### src/rtl/ippcsge_rxframe_pkg.sv
// Shared types and constants for the GMII receive frame checker.
// The 2-stage byte pipeline carries a stage_t per cycle.
package ippcsge_rxframe_pkg;

    typedef enum logic [2:0] {
        WAIT_IDLE,
        IDLE,
        PREAM,
        DATA,
        DROP
    } rx_state_t;

    localparam logic [7:0]  PREAMBLE_BYTE = 8'h55;
    localparam logic [7:0]  SFD_BYTE      = 8'hD5;
    localparam logic [31:0] CRC_POLY      = 32'hEDB88320;
    localparam logic [31:0] CRC_INIT      = 32'hFFFFFFFF;
    localparam logic [31:0] CRC_RESIDUE   = 32'hDEBB20E3;
    localparam logic [3:0]  PCNT_MAX      = 4'd15;

    typedef logic [13:0] len_t;
    localparam len_t LEN_SAT = 14'h3FFF;

    typedef struct packed {
        logic       valid;
        logic [7:0] data;
        logic       sof;
        logic       eof;
        logic       crcerr;
        logic       lenerr;
        logic       err;
    } stage_t;

    function automatic stage_t make_stage(
        input logic       valid,
        input logic [7:0] data,
        input logic       sof,
        input logic       eof,
        input logic       crcerr,
        input logic       lenerr,
        input logic       err
    );
        stage_t s;
        s.valid  = valid;
        s.data   = data;
        s.sof    = sof;
        s.eof    = eof;
        s.crcerr = crcerr;
        s.lenerr = lenerr;
        s.err    = err;
        return s;
    endfunction

    function automatic len_t len_inc(input len_t len);
        return (len == LEN_SAT) ? len : len + 14'd1;
    endfunction

    function automatic logic [15:0] cnt_inc(input logic [15:0] cnt);
        return (cnt == 16'hFFFF) ? cnt : cnt + 16'd1;
    endfunction

endpackage

### src/rtl/ippcsge_rxframe_if.sv
// GMII receive stream from the PCS (ippcsge_gmii_if) and the delimited
// frame stream towards the MAC (ippcsge_rxframe_if).
interface ippcsge_gmii_if;
    logic [7:0] rxdi;
    logic       rxdvl;
    logic       rxerr;
    logic       linkdown;

    modport master (output rxdi, rxdvl, rxerr, linkdown);
    modport slave  (input  rxdi, rxdvl, rxerr, linkdown);
endinterface

interface ippcsge_rxframe_if;
    logic [7:0] odo;
    logic       odvl;
    logic       osof;
    logic       oeof;
    logic       oerr;
    logic       ocrcerr;
    logic       olenerr;

    modport master (output odo, odvl, osof, oeof, oerr, ocrcerr, olenerr);
    modport slave  (input  odo, odvl, osof, oeof, oerr, ocrcerr, olenerr);
endinterface

### src/rtl/ippcsge_crc32_d8.sv
// Combinational byte-wide step of the reflected CRC-32 LFSR, LSB of the
// byte first, matching Ethernet bit order.
module ippcsge_crc32_d8
    import ippcsge_rxframe_pkg::*;
(
    input  logic [7:0]  data,
    input  logic [31:0] crc,
    output logic [31:0] crc_next
);

    logic [31:0] c;

    always_comb begin
        c = crc;
        for (int i = 0; i < 8; i++) begin
            if (c[0] ^ data[i]) begin
                c = (c >> 1) ^ CRC_POLY;
            end else begin
                c = c >> 1;
            end
        end
        crc_next = c;
    end

endmodule

### src/rtl/ippcsge_rxframe.sv
// GMII receive frame checker: strips preamble/SFD, delimits frames with
// SOF/EOF, checks CRC-32 and length, and keeps saturating frame counters.
module ippcsge_rxframe
    import ippcsge_rxframe_pkg::*;
#(
    parameter int MAXLEN = 1522,
    parameter int MINLEN = 64
) (
    input  logic               rxclk,
    input  logic               rst,
    ippcsge_gmii_if.slave      gmii,
    ippcsge_rxframe_if.master  frame,
    output logic               pream_drop,
    output logic [15:0]        good_cnt,
    output logic [15:0]        bad_cnt
);

    localparam len_t MIN_LEN = 14'(MINLEN);
    localparam len_t MAX_LEN = 14'(MAXLEN);

    rx_state_t   state;
    logic [3:0]  pcnt;
    len_t        len;
    logic [31:0] crc;
    logic [31:0] crc_next;
    logic        serr;

    // Stage 1 holds the newest data byte until the next cycle shows
    // whether it was the last one; stage 2 carries the decided status.
    logic        p1_valid;
    logic [7:0]  p1_data;
    logic        p1_first;
    stage_t      p2;

    logic        crc_bad;
    logic        len_bad;
    logic [7:0]  pend_byte;
    logic        pend_sof;
    logic        is_pre;
    logic        is_sfd;

    ippcsge_crc32_d8 u_crc (
        .data     (gmii.rxdi),
        .crc      (crc),
        .crc_next (crc_next)
    );

    assign crc_bad   = (crc != CRC_RESIDUE);
    assign len_bad   = (len < MIN_LEN) || (len > MAX_LEN);
    assign pend_byte = p1_valid ? p1_data : 8'h00;
    assign pend_sof  = p1_valid & p1_first;
    assign is_pre    = gmii.rxdvl && !gmii.rxerr && (gmii.rxdi == PREAMBLE_BYTE);
    assign is_sfd    = gmii.rxdvl && !gmii.rxerr && (gmii.rxdi == SFD_BYTE);

    always_ff @(posedge rxclk) begin
        if (rst) begin
            state         <= WAIT_IDLE;
            pcnt          <= 4'd0;
            len           <= '0;
            crc           <= CRC_INIT;
            serr          <= 1'b0;
            p1_valid      <= 1'b0;
            p1_data       <= 8'h00;
            p1_first      <= 1'b0;
            p2            <= '0;
            pream_drop    <= 1'b0;
            frame.odo     <= 8'h00;
            frame.odvl    <= 1'b0;
            frame.osof    <= 1'b0;
            frame.oeof    <= 1'b0;
            frame.oerr    <= 1'b0;
            frame.ocrcerr <= 1'b0;
            frame.olenerr <= 1'b0;
            good_cnt      <= 16'h0000;
            bad_cnt       <= 16'h0000;
        end else begin
            frame.odo     <= p2.data;
            frame.odvl    <= p2.valid;
            frame.osof    <= p2.sof;
            frame.oeof    <= p2.eof;
            frame.oerr    <= p2.err;
            frame.ocrcerr <= p2.crcerr;
            frame.olenerr <= p2.lenerr;
            if (p2.eof) begin
                if (p2.err) begin
                    bad_cnt <= cnt_inc(bad_cnt);
                end else begin
                    good_cnt <= cnt_inc(good_cnt);
                end
            end

            p2         <= '0;
            pream_drop <= 1'b0;

            case (state)
                WAIT_IDLE: begin
                    if (!gmii.rxdvl && !gmii.linkdown) begin
                        state <= IDLE;
                    end
                end

                IDLE: begin
                    if (gmii.rxdvl) begin
                        if (is_pre) begin
                            state <= PREAM;
                            pcnt  <= 4'd1;
                        end else begin
                            state      <= DROP;
                            pream_drop <= 1'b1;
                        end
                    end
                end

                PREAM: begin
                    if (is_pre && (pcnt != PCNT_MAX)) begin
                        pcnt <= pcnt + 4'd1;
                    end else if (is_sfd) begin
                        state    <= DATA;
                        crc      <= CRC_INIT;
                        len      <= '0;
                        serr     <= 1'b0;
                        p1_valid <= 1'b0;
                    end else begin
                        state      <= DROP;
                        pream_drop <= 1'b1;
                    end
                end

                DATA: begin
                    // Link loss wins over a normal end seen in the same cycle.
                    if (gmii.linkdown) begin
                        p2       <= make_stage(1'b1, pend_byte, pend_sof, 1'b1,
                                               crc_bad, len_bad, 1'b1);
                        p1_valid <= 1'b0;
                        state    <= WAIT_IDLE;
                    end else if (gmii.rxdvl) begin
                        p2       <= make_stage(p1_valid, pend_byte, pend_sof, 1'b0,
                                               1'b0, 1'b0, 1'b0);
                        p1_valid <= 1'b1;
                        p1_data  <= gmii.rxdi;
                        p1_first <= (len == '0);
                        crc      <= crc_next;
                        len      <= len_inc(len);
                        serr     <= serr | gmii.rxerr;
                    end else begin
                        if (p1_valid) begin
                            p2 <= make_stage(1'b1, p1_data, p1_first, 1'b1,
                                             crc_bad, len_bad,
                                             crc_bad | len_bad | serr);
                        end
                        p1_valid <= 1'b0;
                        state    <= IDLE;
                    end
                end

                DROP: begin
                    if (!gmii.rxdvl) begin
                        state <= IDLE;
                    end
                end

                default: begin
                    state <= WAIT_IDLE;
                end
            endcase
        end
    end

endmodule

### src/flat_wrapper.sv
// flat-port wrapper written by rule: the top's interface ports become plain ports
module ippcsge_rxframe_flat import ippcsge_rxframe_pkg::*;
#(
    parameter int MAXLEN = 1522,
    parameter int MINLEN = 64
)
  (rxclk, rst, pream_drop, good_cnt, bad_cnt, gmii_rxdi, gmii_rxdvl, gmii_rxerr, gmii_linkdown, frame_odo, frame_odvl, frame_osof, frame_oeof, frame_oerr, frame_ocrcerr, frame_olenerr);
  ippcsge_gmii_if gmii_i ();
  ippcsge_rxframe_if frame_i ();
  input  logic rxclk;
  input  logic rst;
  output logic pream_drop;
  output logic [15:0] good_cnt;
  output logic [15:0] bad_cnt;
  input wire logic [$bits(gmii_i.rxdi)-1:0] gmii_rxdi;
  input wire logic [$bits(gmii_i.rxdvl)-1:0] gmii_rxdvl;
  input wire logic [$bits(gmii_i.rxerr)-1:0] gmii_rxerr;
  input wire logic [$bits(gmii_i.linkdown)-1:0] gmii_linkdown;
  output wire logic [$bits(frame_i.odo)-1:0] frame_odo;
  output wire logic [$bits(frame_i.odvl)-1:0] frame_odvl;
  output wire logic [$bits(frame_i.osof)-1:0] frame_osof;
  output wire logic [$bits(frame_i.oeof)-1:0] frame_oeof;
  output wire logic [$bits(frame_i.oerr)-1:0] frame_oerr;
  output wire logic [$bits(frame_i.ocrcerr)-1:0] frame_ocrcerr;
  output wire logic [$bits(frame_i.olenerr)-1:0] frame_olenerr;
  assign gmii_i.rxdi = gmii_rxdi;
  assign gmii_i.rxdvl = gmii_rxdvl;
  assign gmii_i.rxerr = gmii_rxerr;
  assign gmii_i.linkdown = gmii_linkdown;
  assign frame_odo = frame_i.odo;
  assign frame_odvl = frame_i.odvl;
  assign frame_osof = frame_i.osof;
  assign frame_oeof = frame_i.oeof;
  assign frame_oerr = frame_i.oerr;
  assign frame_ocrcerr = frame_i.ocrcerr;
  assign frame_olenerr = frame_i.olenerr;
  ippcsge_rxframe #(.MAXLEN(MAXLEN), .MINLEN(MINLEN)) u_core (.rxclk(rxclk), .rst(rst), .gmii(gmii_i), .frame(frame_i), .pream_drop(pream_drop), .good_cnt(good_cnt), .bad_cnt(bad_cnt));
endmodule
### config.mk
export PLATFORM = sky130hd
export DESIGN_NAME = ippcsge_rxframe_flat
export DESIGN_NICKNAME = d
export VERILOG_FILES = /design/src/rtl/ippcsge_rxframe_pkg.sv /design/src/rtl/ippcsge_rxframe_if.sv /design/src/rtl/ippcsge_crc32_d8.sv /design/src/rtl/ippcsge_rxframe.sv /design/src/flat_wrapper.sv
export SDC_FILE = /design/constraint.sdc
export NUM_CORES = 1
export LEC_CHECK = 0
export CORE_ASPECT_RATIO = 0.9
export CORE_UTILIZATION = 30
export CTS_CLUSTER_SIZE = 8
export DETAILED_ROUTE_END_ITERATION = 7
export SLEW_MARGIN = 20
export SYNTH_ARGS = -nofsm -noshare
export SYNTH_HDL_FRONTEND = slang
export SYNTH_SLANG_ARGS = --single-unit
### constraint.sdc
create_clock -name rxclk -period 7.65 [get_ports rxclk]
set_input_delay 2.295 -clock rxclk [delete_from_list [all_inputs] [get_ports rxclk]]
set_output_delay 2.295 -clock rxclk [all_outputs]
set_load 0.05 [all_outputs]
# == After elaboration in Yosys (flattened, before gate mapping) ==
# Cells that the tools add are included.
# word_totals
word_cells,146
out_inout_bits,47
register_bits,125
# classes
order_cmp,2
eq_ne,20
n_reduce_logical,22
mux,48
n_addsub,4
n_bitwise,25
# op_table
operator,count
$mux 32,12
$mux 14,8
$not 13->14,8
$pmux 32 s2,1
$add 16x1->16 const B,2
$eq 16x16->1 const B,2
$ne 32x32->1 const B,1
$pmux 14 s2,1
$mux 3,7
$pmux 3 s5,1
$reduce_and 3->1,5
$add 14x1->14 const B,1
$eq 14x14->1 const B,1
$gt 14x11->1 const B,1
$logic_not 14->1,1
$lt 14x7->1 const B,1
$mux 4,3
$mux 1,10
$ne 2x2->1 const B,5
$eq 8x7->1 const B,1
$eq 8x8->1 const B,1
$mux 8,1
$ne 2x1->1 const B,4
$pmux 4 s2,1
19 further kinds,42

# == Logic depth before layout (Yosys ltp) ==
# logic_depth
word_depth,19
depth_mapped,8
mapped_depth_nobuf,6

# == Cells and area by module ==
# A second synthesis with hierarchy kept.
# unflattened
hier_cells,693
area_unflattened_um2,6052.1
# modules_own_cells
mod,area_each_um2,cells_each,instances,seq_area_each_um2
ippcsge_rxframe,5282.6,623,1,2502.4
ippcsge_crc32_d8,769.5,70,1,0.0

# == Least setup slack after synthesis ==
# Ideal clock, no wire load.
# synth_timing
path_type,input -> register
from,input port gmii_rxdvl
to,register u_core.crc[19]
t_arrival_ps,3935
path_slack_ps,3593
cell_stages,6
path_buffers,1
required_time_ps,7528
cell_sequence,buf_2 > nand4bb_1 > nor4_4 > nor2_2 > or4b_1 > o311a_1
# synth_via
elab_chain_len,5
elab_cells_between_ends,8
# synth_lines
item,line_no,rtl
from (decl),flat_wrapper.sv:16,input wire logic [$bits(gmii_i.rxdvl)-1:0] gmii_rxdvl;
$logic_and 1x1->1,"ippcsge_rxframe.sv:52, ippcsge_rxframe.sv:53",
$logic_and 1x1->1,ippcsge_rxframe.sv:52,assign is_pre = gmii.rxdvl && !gmii.rxerr && (gmii.rxdi == PREAMBLE_BYTE);
$logic_and 1x1->1,ippcsge_rxframe.sv:115,if (is_pre && (pcnt != PCNT_MAX)) begin
$ne 2x2->1 (no line),n/a,
$reduce_and 5->1 (no line) *,n/a,
to (signal assigned),ippcsge_rxframe.sv:142,crc <= crc_next;
to (decl),ippcsge_rxframe.sv:24,logic [31:0] crc;
# Every way passes the cells marked *; elsewhere a longest branch is shown, timed or not.
# A chain may end at the register's enable or synchronous reset.

# == Final worst setup path ==
# Ends and elaborated chain as after synthesis.

==> flow_summary.yaml <==
logic_synthesis:
  ys_warn_count: 0
  netlist_instances: 662
  ys_ff_latch: 125
  synthTopCellsByCount: "125 x dfxtp_1, 63 x nor2_1, 56 x xnor2_1"
  yosys.area.top_type: "dfxtp_1"
  synth_fp_nets: 681
  synth_area_leaders: "dfxtp_1 41%, xnor2_1 8.0%, nor2_1 3.9%, nor3_1 2.6%, xnor3_1 2.6%"
  yosysMostFrequentCell: "dfxtp_1"
  ys_async_sr_fraction_pct: 0
  synth_edf_count: 0
  synth_ff_type: "dfxtp_1"
  synth_cell_type_count: 62
  synth.yosys.seq_area_share_pct: 41.1
  synth.avg_cell_area_um2: 9.20
  syn_area_mm2: 0.00609
  synth_top_area_share_pct: 41.1
timing:
  worst_pin_slew_ps: 1030
  setup_violations: 0
  skew_ps: 7.50
  fmax_ghz: 0.218
  finalHoldViolations: 0
  setup_tns_ps: 0
  period_share_pct: 59.9
  rsz0062_at_grt: "false"
  min_period_ps: 4580
  drv_slew: 0
  slew_headroom_pct: 31.0
clock_tree:
  cts_hold_buf: 0
  clk_latency_ps: 420
  cts_max_level: 4
  cts.path.max_buffers: 2
  ctsResizeCount: 0
  cts_setup_buffers: 0
  clk_pin_slew_worst_paths_ps: 50
  cts_buffers: 17
  root_buffer: "clkbuf_16"
  cts_tree: "done"
  cts.sinks: 125
power_and_ir_drop:
  switching_share_pct: 23.6
  p_leak_nw: 2.63
  power.density_mw_per_mm2: 198
  power_frac_seq_pct: 44.4
  p_clk_share_pct: 48.3
  vdd_ir_drop_max_v: 0.000158
  p_comb_share_pct: 7.4
  p_sw_mw: 0.347
  intPower_mw: 1.13
final_layout:
  syn_to_final_growth_pct: 21.9
  seq_area_mm2: 0.00250
  layout.nets: 732
  post_route_cells_drive_above_1_share_pct: 7.31
  final_util_pct: 37.3
  multiInputGateArea_mm2: 0.00344
  antennaDiodeCount: 0
  fillerInstances: 1991
run_status:
  violations: "DRC"
  outcome: "finished with violations"
placed_design:
  place.gp.congestion: 0.843
  hpwl_um: 9610
  port-buffer-count: 59
floorplanning:
  io_pins: 60
  core_mm2: 0.0199
  start_util_pct: 30.6
  fp.dieH_um: 137
  die-area_mm2: 0.0209
  placementRows: 49
  die_w_um: 152
critical_path:
  cpPeakStageDelay_ps: 640
  start_kind: "primary input"
  criticalPathCategory: "in2reg"
  ff2ff_setup_slack_ps: 4940
  crit_arrival_ps: 4880
  end_kind: "flip-flop"
  cp_max_fo: 18
  cpMaxStageDelayCell: "clkdlybuf4s50_1"
  cp_cell_sequence: "clkdlybuf4s50_1 > nand4bb_1 > nor4_4 > nor2_2 > or4b_1 > o311a_1"
  cp.required_ps: 7940
global_route:
  antenna_found_initial: 1
  grt_pass1_wl_um: 23300
  gr-usage-all-layers_pct: 14.4
  grt_pass1_vias: 4402
  grt_overflow: 0
  grt_max_degree: 103
route:
  drt_iter0_drc: 320
  avgRoutedWirePerCell_um: 14.6
  viasPerCell: 5.00
  drc_errors: 8
  dr.pass1.iters: 8
  drt_wl_total_um: 14300
  postRouteAntennaNets: 0
  vias: 4898
worst_hold_path:
  hold_class: "reg2reg"
job:
  maxCapViolCount: 0
[final timing paths]
kind                                 startpoint                end  cells after the start
worst min register to register     u_core.p2[4]  u_core.frame.osof                      1
worst max register to register  u_core.state[1]     u_core.crc[19]                      4
worst max-delay path                 gmii_rxdvl     u_core.crc[19]                      6
worst min-delay path               u_core.p2[4]  u_core.frame.osof                      1
[cell usage in the layout (no fill, tap or decap), types with 5 or more instances in the layout]
master and n:
nand2_1 40, inv_1 6, and3_1 15, nor3_1 32
nand3b_1 6, o21bai_1 12, nor4b_1 5, nand3_1 20
nand4_1 18, clkinvlp_4 6, xnor3_1 7, xor2_1 17
buf_4 5, nor4_1 16, nor2b_1 19, nand2b_1 22
ha_1 6, and4_1 6, xnor2_2 5, a211oi_1 7
nor2_1 63, or3_1 14, o21ai_0 14, clkdlybuf4s50_1 58
o22ai_1 15, xnor2_1 56, a21oi_1 30, clkbuf_16 17
dfxtp_1 125
[sequential cells by signal, summed over array words and instances (netlist names), 3 cells and up]
| signal | flops |
|---|---|
| u_core.pcnt | 4 |
| u_core.len | 14 |
| u_core.p1_data | 8 |
| u_core.frame.odo | 8 |
| u_core.p2 | 14 |
| u_core.crc | 32 |
| u_core.bad_cnt | 16 |
| u_core.good_cnt | 16 |
| u_core.state | 3 |
[per-stage QoR]
stage	hold slack, ps	instances	total power, mW	setup WS, ps	instance area, um^2
3_5_place_dp	422	949	0.775	2750	6910
5_1_grt	452	980	1.53	2980	7430
3_3_place_gp	418	949	0.776	2790	6910
2_1_floorplan	414	662	0.751	3590	6090
4_1_cts	435	980	1.49	3170	7430
6_report	430	980	1.47	3070	7430
[power groups by stage]
stage | logic (mW) | registers [mW] | clock network [mW]
CTS | 0.108 | 0.654 | 0.730
floorplan | 0.0841 | 0.667 | 0
global placement | 0.108 | 0.668 | 0
finish | 0.108 | 0.654 | 0.711
global route | 0.116 | 0.654 | 0.759
detailed placement | 0.107 | 0.668 | 0
[metal layers]
metal | vias to the layer above | track usage, % | wire [um]
met2 | 111 | 20.7 | 6040
li1 | 2463 | - | -
met1 | 2303 | 20.0 | 7320
met3 | 19 | 3.43 | 679
met4 | 2 | 7.31 | 284
met5 | - | 0 | 13
[kinds of logic (layout without fill, tap and decap cells)]
| logic type | Yosys count | count (layout) | synth area share, % |
|---|---|---|---|
| simple gates | 300 | 300 | 27.2 |
| fa+ha+maj | 6 | 6 | 1.23 |
| buf+inv | 38 | 101 | 2.48 |
| xor+xnor | 92 | 92 | 17.2 |
| compound gates | 100 | 100 | 10.6 |
| flops | 125 | 125 | 41.1 |
| mux | 1 | 1 | 0.164 |
[layout make-up]
class / instances / area share, %
clock buffer: 21 / 6.07
inverter: 6 / 0.303
tap: 255 / 4.30
multi-input combinational: 499 / 46.3
clock inverter: 10 / 0.927
timing repair buffer: 64 / 8.39
sequential: 125 / 33.7
[worst max-delay path, delay by kind of cell]
kind / cells / cell delay (ps)
buffers and inverters: 1 / 640
and+or+nand+nor: 4 / 1820
AOI/OAI and AO/OA: 1 / 130
Note: power is estimated with default switching activity, not from simulation.
